`config.mk`:
```
export PLATFORM = sky130hd
export DESIGN_NAME = hazard_ctrl
export DESIGN_NICKNAME = d
export VERILOG_FILES = /design/src/rtl/hazard_ctrl_pkg.sv /design/src/rtl/hazard_ctrl_fwd_sel.sv /design/src/rtl/hazard_ctrl.sv
export SDC_FILE = /design/constraint.sdc
export NUM_CORES = 1
export LEC_CHECK = 0
export BUFFER_PORTS_ARGS = -buffer_cell sky130_fd_sc_hd__buf_2
export CAP_MARGIN = 10
export CORE_AREA = 2 2 118 97
export CTS_CLUSTER_SIZE = 8
export DETAILED_ROUTE_END_ITERATION = 10
export DIE_AREA = 0 0 120 99
export GPL_TIMING_DRIVEN = 0
export PLACE_DENSITY = 0.72
export SYNTH_ARGS = -nofsm -noshare
export SYNTH_HDL_FRONTEND = slang
export SYNTH_SLANG_ARGS = --single-unit
```
`constraint.sdc`:
```
create_clock -name clk -period 2 [get_ports clk]
set_input_delay 0.1 -clock clk [delete_from_list [all_inputs] [get_ports clk]]
set_output_delay 0.1 -clock clk [all_outputs]
set_load 0.01 [all_outputs]
```
`src/rtl/hazard_ctrl_pkg.sv`:
```
// Shared types and constants for the pipeline hazard controller.
// Holds the RUN/WAIT state encoding, forwarding selects and the default watchdog limit.
package hazard_ctrl_pkg;

    typedef enum logic {
        RUN  = 1'b0,
        WAIT = 1'b1
    } state_t;

    localparam logic [1:0] FWD_RF  = 2'b00;
    localparam logic [1:0] FWD_MEM = 2'b01;
    localparam logic [1:0] FWD_WB  = 2'b10;

    localparam int unsigned DEFAULT_TIMEOUT = 255;

endpackage

```
`src/rtl/hazard_ctrl_fwd_sel.sv`:
```
// Forwarding select for one ALU source register; purely combinational.
// The EX/MEM result is younger than MEM/WB, so it wins when both match.
module fwd_sel
    import hazard_ctrl_pkg::*;
(
    input  logic [4:0] rs,
    input  logic [4:0] mem_rd,
    input  logic       mem_regwen,
    input  logic [4:0] wb_rd,
    input  logic       wb_regwen,
    output logic [1:0] sel
);

    always_comb begin
        sel = FWD_RF;
        if (mem_regwen && (mem_rd != 5'd0) && (mem_rd == rs)) begin
            sel = FWD_MEM;
        end else if (wb_regwen && (wb_rd != 5'd0) && (wb_rd == rs)) begin
            sel = FWD_WB;
        end
    end

endmodule

```
`src/rtl/hazard_ctrl.sv`:
```
// Pipeline hazard controller: stalls, bubble clears, operand forwarding, dmem watchdog.
// Stall/clear/forward outputs are same-cycle combinational; counters and flags are registered.
module hazard_ctrl
    import hazard_ctrl_pkg::*;
#(
    parameter int unsigned TIMEOUT = DEFAULT_TIMEOUT
) (
    input  logic        clk,
    input  logic        rst,
    input  logic [4:0]  id_rs1,
    input  logic [4:0]  id_rs2,
    input  logic        id_use_rs1,
    input  logic        id_use_rs2,
    input  logic [4:0]  ex_rd,
    input  logic        ex_regwen,
    input  logic        ex_is_load,
    input  logic [4:0]  mem_rd,
    input  logic        mem_regwen,
    input  logic [4:0]  wb_rd,
    input  logic        wb_regwen,
    input  logic        br_taken,
    input  logic        dmem_busy,
    output logic        pc_stall,
    output logic        ifid_stall,
    output logic        idex_stall,
    output logic        exmem_stall,
    output logic        ifid_clear,
    output logic        idex_clear,
    output logic [1:0]  fwd_a,
    output logic [1:0]  fwd_b,
    output logic        timeout,
    output logic [31:0] stall_cycles,
    output logic [31:0] flush_count
);

    localparam logic [7:0] TIMEOUT_CNT = 8'(TIMEOUT);

    state_t      state_q, state_d;
    logic [7:0]  wait_cnt_q, wait_cnt_d;
    logic        timeout_q, timeout_d;
    logic [31:0] stall_cycles_q, stall_cycles_d;
    logic [31:0] flush_count_q, flush_count_d;

    logic        load_use;
    logic        flush_evt;
    logic        timeout_hit;
    logic [1:0]  fwd_a_raw, fwd_b_raw;

    fwd_sel u_fwd_a (
        .rs         (id_rs1),
        .mem_rd     (mem_rd),
        .mem_regwen (mem_regwen),
        .wb_rd      (wb_rd),
        .wb_regwen  (wb_regwen),
        .sel        (fwd_a_raw)
    );

    fwd_sel u_fwd_b (
        .rs         (id_rs2),
        .mem_rd     (mem_rd),
        .mem_regwen (mem_regwen),
        .wb_rd      (wb_rd),
        .wb_regwen  (wb_regwen),
        .sel        (fwd_b_raw)
    );

    assign load_use = ex_is_load && ex_regwen && (ex_rd != 5'd0) &&
                      ((id_use_rs1 && (id_rs1 == ex_rd)) ||
                       (id_use_rs2 && (id_rs2 == ex_rd)));

    assign fwd_a = rst ? FWD_RF : fwd_a_raw;
    assign fwd_b = rst ? FWD_RF : fwd_b_raw;

    // Memory freeze outranks redirect, which outranks the load-use bubble.
    always_comb begin
        pc_stall    = 1'b0;
        ifid_stall  = 1'b0;
        idex_stall  = 1'b0;
        exmem_stall = 1'b0;
        ifid_clear  = 1'b0;
        idex_clear  = 1'b0;
        if (!rst) begin
            if (dmem_busy) begin
                pc_stall    = 1'b1;
                ifid_stall  = 1'b1;
                idex_stall  = 1'b1;
                exmem_stall = 1'b1;
            end else if (br_taken) begin
                ifid_clear  = 1'b1;
                idex_clear  = 1'b1;
            end else if (load_use) begin
                pc_stall    = 1'b1;
                ifid_stall  = 1'b1;
                idex_clear  = 1'b1;
            end
        end
    end

    assign flush_evt   = !rst && !dmem_busy && br_taken;
    // Flag is visible in the very WAIT cycle the count reaches the limit.
    assign timeout_hit = !rst && (state_q == WAIT) && dmem_busy &&
                         (wait_cnt_q == TIMEOUT_CNT);
    assign timeout     = timeout_q | timeout_hit;

    always_comb begin
        state_d        = state_q;
        wait_cnt_d     = wait_cnt_q;
        timeout_d      = timeout_q | timeout_hit;
        stall_cycles_d = stall_cycles_q;
        flush_count_d  = flush_count_q;

        if (state_q == RUN) begin
            if (dmem_busy) begin
                state_d    = WAIT;
                wait_cnt_d = 8'd0;
            end
        end else begin
            if (!dmem_busy) begin
                state_d = RUN;
            end else if (wait_cnt_q != 8'hFF) begin
                wait_cnt_d = wait_cnt_q + 8'd1;
            end
        end

        if (pc_stall && (stall_cycles_q != 32'hFFFF_FFFF)) begin
            stall_cycles_d = stall_cycles_q + 32'd1;
        end
        if (flush_evt && (flush_count_q != 32'hFFFF_FFFF)) begin
            flush_count_d = flush_count_q + 32'd1;
        end
    end

    always_ff @(posedge clk) begin
        if (rst) begin
            state_q        <= RUN;
            wait_cnt_q     <= 8'd0;
            timeout_q      <= 1'b0;
            stall_cycles_q <= 32'd0;
            flush_count_q  <= 32'd0;
        end else begin
            state_q        <= state_d;
            wait_cnt_q     <= wait_cnt_d;
            timeout_q      <= timeout_d;
            stall_cycles_q <= stall_cycles_d;
            flush_count_q  <= flush_count_d;
        end
    end

    assign stall_cycles = stall_cycles_q;
    assign flush_count  = flush_count_q;

endmodule

```
==> results.yml <==
drt:
  vias: 4428
  drc: 0
  highest_layer: "met4"
  drtIter0Drc: 445
  wl_met3_um: 795
  dr.pass1.iters: 5
  vias_per_cell: 5.66
  wl_per_cell_um: 15.8
  wirelength_met1_mm: 5.56
  dr_wl_met2_mm: 5.86
  drt_wl_total_mm: 12.4
  ant_nets: 0
worst_setup_path:
  critical_path_class: "flop to flop"
  crit_arrival_ns: 2.21
  critical_path_depth: 7
  r2r-end: "stall_cycles[29]"
  cp_top_family: "simple AND/OR/NAND/NOR gates"
  cpPeakStageDelay_ns: 0.48
  cp_num_buf_inv: 1
  crit_required_ns: 2.24
  worstRegToRegCells: 7
  r2r_setup_slack_ns: 0.04
  r2r_start: "stall_cycles[2]"
  crit_slowest_cell: "or4_1"
  cp-endpoint: "stall_cycles[29]"
  endpoint_kind: "flop"
  startpoint: "stall_cycles[2]"
  path_cells: "and4_4, nand3_4, nor4_4, buf_4, nand3_2, or4_1, a21oi_1"
  worstSetupStartpointType: "flop"
  critPathMaxFanout: 6
power:
  sw_frac_of_total_pct: 23.9
  switchingPower_w: 0.000806
  power.internal_w: 0.00257
  combPwrFrac_pct: 7.7
  clkPwrFrac_pct: 48.7
  power_density_mw_per_mm2: 607
  p_leak_nw: 2.16
  irDropWorstVdd_mv: 0.456
  seqPwrFrac_pct: 43.7
cells_and_area:
  n_fill_cell: 995
  utilization_pct: 52.0
  mostFrequentLayoutCell: "buf_2"
  final_cell_mix: "111 x buf_2, 55 x nor2_1, 37 x xnor2_1"
  diodes: 0
  fin_cells: 783
  drive_above_1_share_pct: 36.5
  finalNetCount: 672
  syn_to_final_growth_pct: 37.0
  final_area_mm2: 0.00555
clocking:
  clk_pin_slew_ns: 0.06
  root_buffer: "clkbuf_16"
  cts_tree: "done"
  cts.sinks: 74
  cts_htree_levels: 3
  clk_latency_ns: 0.33
  ctsHoldBuffers: 0
  cts_buffers: 9
  cts_buffer_depth: 2
die:
  fp.dieW_um: 120
  dieArea_mm2: 0.0119
  core_region_area_mm2: 0.0107
  fp-row-count: 34
  die_h_um: 99
  io_pins: 110
  start_util_pct: 38.0
sta:
  finClkSkew_ns: 0.00986
  post-route-period-util_pct: 98.2
  final-setup-viol-count: 0
  rsz0062_at_grt: "true"
  clock.fmax_mhz: 509
  period_minus_slack_ns: 1.96
  slew_viol_final: 0
  relSlewSlack_pct: 61.6
  hold_viol: 0
  tightest_slew_ns: 0.575
synthesis:
  yosys.area_share.simple_pct: 33.1
  synth_fa_ha_area_share_pct: 0.926
  synth_area_mm2: 0.00406
  synth.avg_cell_area_um2: 8.19
  synth.area.mux_share_pct: 1.05
  synth_xor_area_share_pct: 13.6
  synth.distinct_cells: 45
  synth_top_family_by_area: "simple AND/OR/NAND/NOR gates"
  yosysWarnings: 0
  syn_inst: 495
  ys_ff_latch: 74
  synth-compound-area-share_pct: 11.4
  syn_nets: 533
  ys_seq_area_share_pct: 36.5
run_status:
  status: "finished, final reports clean"
global_routing:
  antenna_found_initial: 0
  grt_pass1_vias: 4171
  grt_max_degree: 14
  grt_pass1_wl_mm: 19.9
  track_usage_pct: 20.1
  overflow: 0
placement:
  dp_hpwl_mm: 8.77
  place_congestion: 0.895
  port_buffers: 109
  dp.cells: 748
  place_area_mm2: 0.00478
min_path:
  hold_depth: 2
  hold_path.class: "input pin to flop"
run:
  cap_violations: 0
==> worst min path at each step <==
stage / startpoint / endpoint / slack (ns)
after floorplan: dmem_busy / idex_clear / 0.25
after global placement: rst / state_q / 0.36
after detailed placement: rst / state_q / 0.37
after CTS: rst / state_q / 0.06
after global routing: rst / state_q / 0.09
final: rst / state_q / 0.06
==> kinds of logic after synthesis <==
logic type | Yosys count
AND/OR/NAND/NOR | 240
multiplexers | 4
XOR/XNOR | 63
adder cells (fa/ha/maj) | 3
buffers and inverters | 32
flip-flops | 74
AO/OA/AOI/OAI | 79
==> metrics by stage <==
step / hold slack (ns) / total power [W] / worst slack [ns] / TNS [ns]
floorplan: 0.251 / 0.00165 / 0.00235 / 0
global placement: 0.363 / 0.00175 / -0.384 / -9.02
detailed placement: 0.366 / 0.00176 / -0.465 / -12.01
CTS: 0.0557 / 0.00339 / -0.0197 / -0.0564
global route: 0.0878 / 0.00348 / -0.0165 / -0.0649
finish: 0.0589 / 0.00337 / 0.0370 / 0
==> timing repair <==
item / 4_1_cts / 5_1_grt
pin swaps: 9 / 13
buffers inserted: 10 / 11
gates resized for setup: 43 / 59
gates cloned: 0 / 0
endpoints found under the hold margin: 0 / 0
setup endpoints to repair: 57 / 50
==> cell usage after synthesis <==
| cell | instances | share of area [%] |
|---|---|---|
| a21o_1 | 2 | 0.37 |
| a21oi_1 | 33 | 4.1 |
| a31oi_1 | 1 | 0.15 |
| a41oi_1 | 1 | 0.22 |
| and2_1 | 2 | 0.31 |
| and3_1 | 20 | 3.1 |
| and4_1 | 4 | 0.86 |
| and4_4 | 1 | 0.28 |
| buf_1 | 1 | 0.092 |
| buf_2 | 2 | 0.25 |
| buf_4 | 3 | 0.56 |
| clkbuf_1 | 17 | 1.6 |
| dfxtp_1 | 74 | 37 |
| ha_1 | 3 | 0.93 |
| inv_1 | 9 | 0.83 |
| mux2_2 | 2 | 0.56 |
| mux2i_1 | 2 | 0.49 |
| nand2_1 | 27 | 2.5 |
| nand2_2 | 1 | 0.15 |
| nand2b_1 | 1 | 0.15 |
| nand3_1 | 30 | 3.7 |
| nand3_4 | 1 | 0.43 |
| nand3b_1 | 1 | 0.19 |
| nand4_1 | 28 | 4.3 |
| nand4_2 | 1 | 0.31 |
| nor2_1 | 55 | 5.1 |
| nor2b_1 | 6 | 0.93 |
| nor3_1 | 11 | 1.4 |
| nor3_2 | 1 | 0.25 |
| nor4_1 | 8 | 1.2 |
| nor4_2 | 1 | 0.31 |
| nor4_4 | 1 | 0.52 |
| nor4bb_1 | 1 | 0.25 |
| o2111ai_1 | 1 | 0.22 |
| o21a_1 | 1 | 0.19 |
| o21ai_0 | 19 | 2.3 |
| o22ai_1 | 1 | 0.15 |
| o31a_1 | 1 | 0.22 |
| o31ai_1 | 19 | 3.5 |
| or3_1 | 14 | 2.2 |
| or3b_1 | 1 | 0.22 |
| or4_1 | 23 | 4.3 |
| or4_4 | 1 | 0.28 |
| xnor2_1 | 37 | 8.0 |
| xor2_1 | 26 | 5.6 |
==> routing by layer <==
metal	vias up	global-route usage, %
met5	-	0
met4	0	7.24
met3	21	3.30
met2	177	32.4
met1	2133	27.1
li1	2097	-
==> power groups by stage <==
stage	logic [W]	registers [W]	clock network, W
after CTS	0.000249	0.00148	0.00166
final	0.000259	0.00147	0.00164
after global placement	0.000231	0.00152	0
after detailed placement	0.000242	0.00152	0
after global routing	0.000282	0.00147	0.00173
after floorplan	0.000129	0.00152	0
==> cell type report <==
| class | count | area (um2) | area share [%] |
|---|---|---|---|
| multi-input combinational | 389 | 2650 | 47.8 |
| sequential | 74 | 1560 | 28.1 |
| timing repair buffer | 130 | 716 | 12.9 |
| clock buffer | 10 | 239 | 4.30 |
| tap | 144 | 180 | 3.24 |
| buffer | 21 | 106 | 1.91 |
| clock inverter | 6 | 66.3 | 1.19 |
| inverter | 9 | 33.8 | 0.608 |
==> flip-flops by register name, indices dropped and copies added, names as in the netlist <==
| register | flops |
|---|---|
| flush_count | 32 |
| timeout_q | 1 |
| wait_cnt_q | 8 |
| state_q | 1 |
| stall_cycles | 32 |
Power figures use the tool's default switching activity.
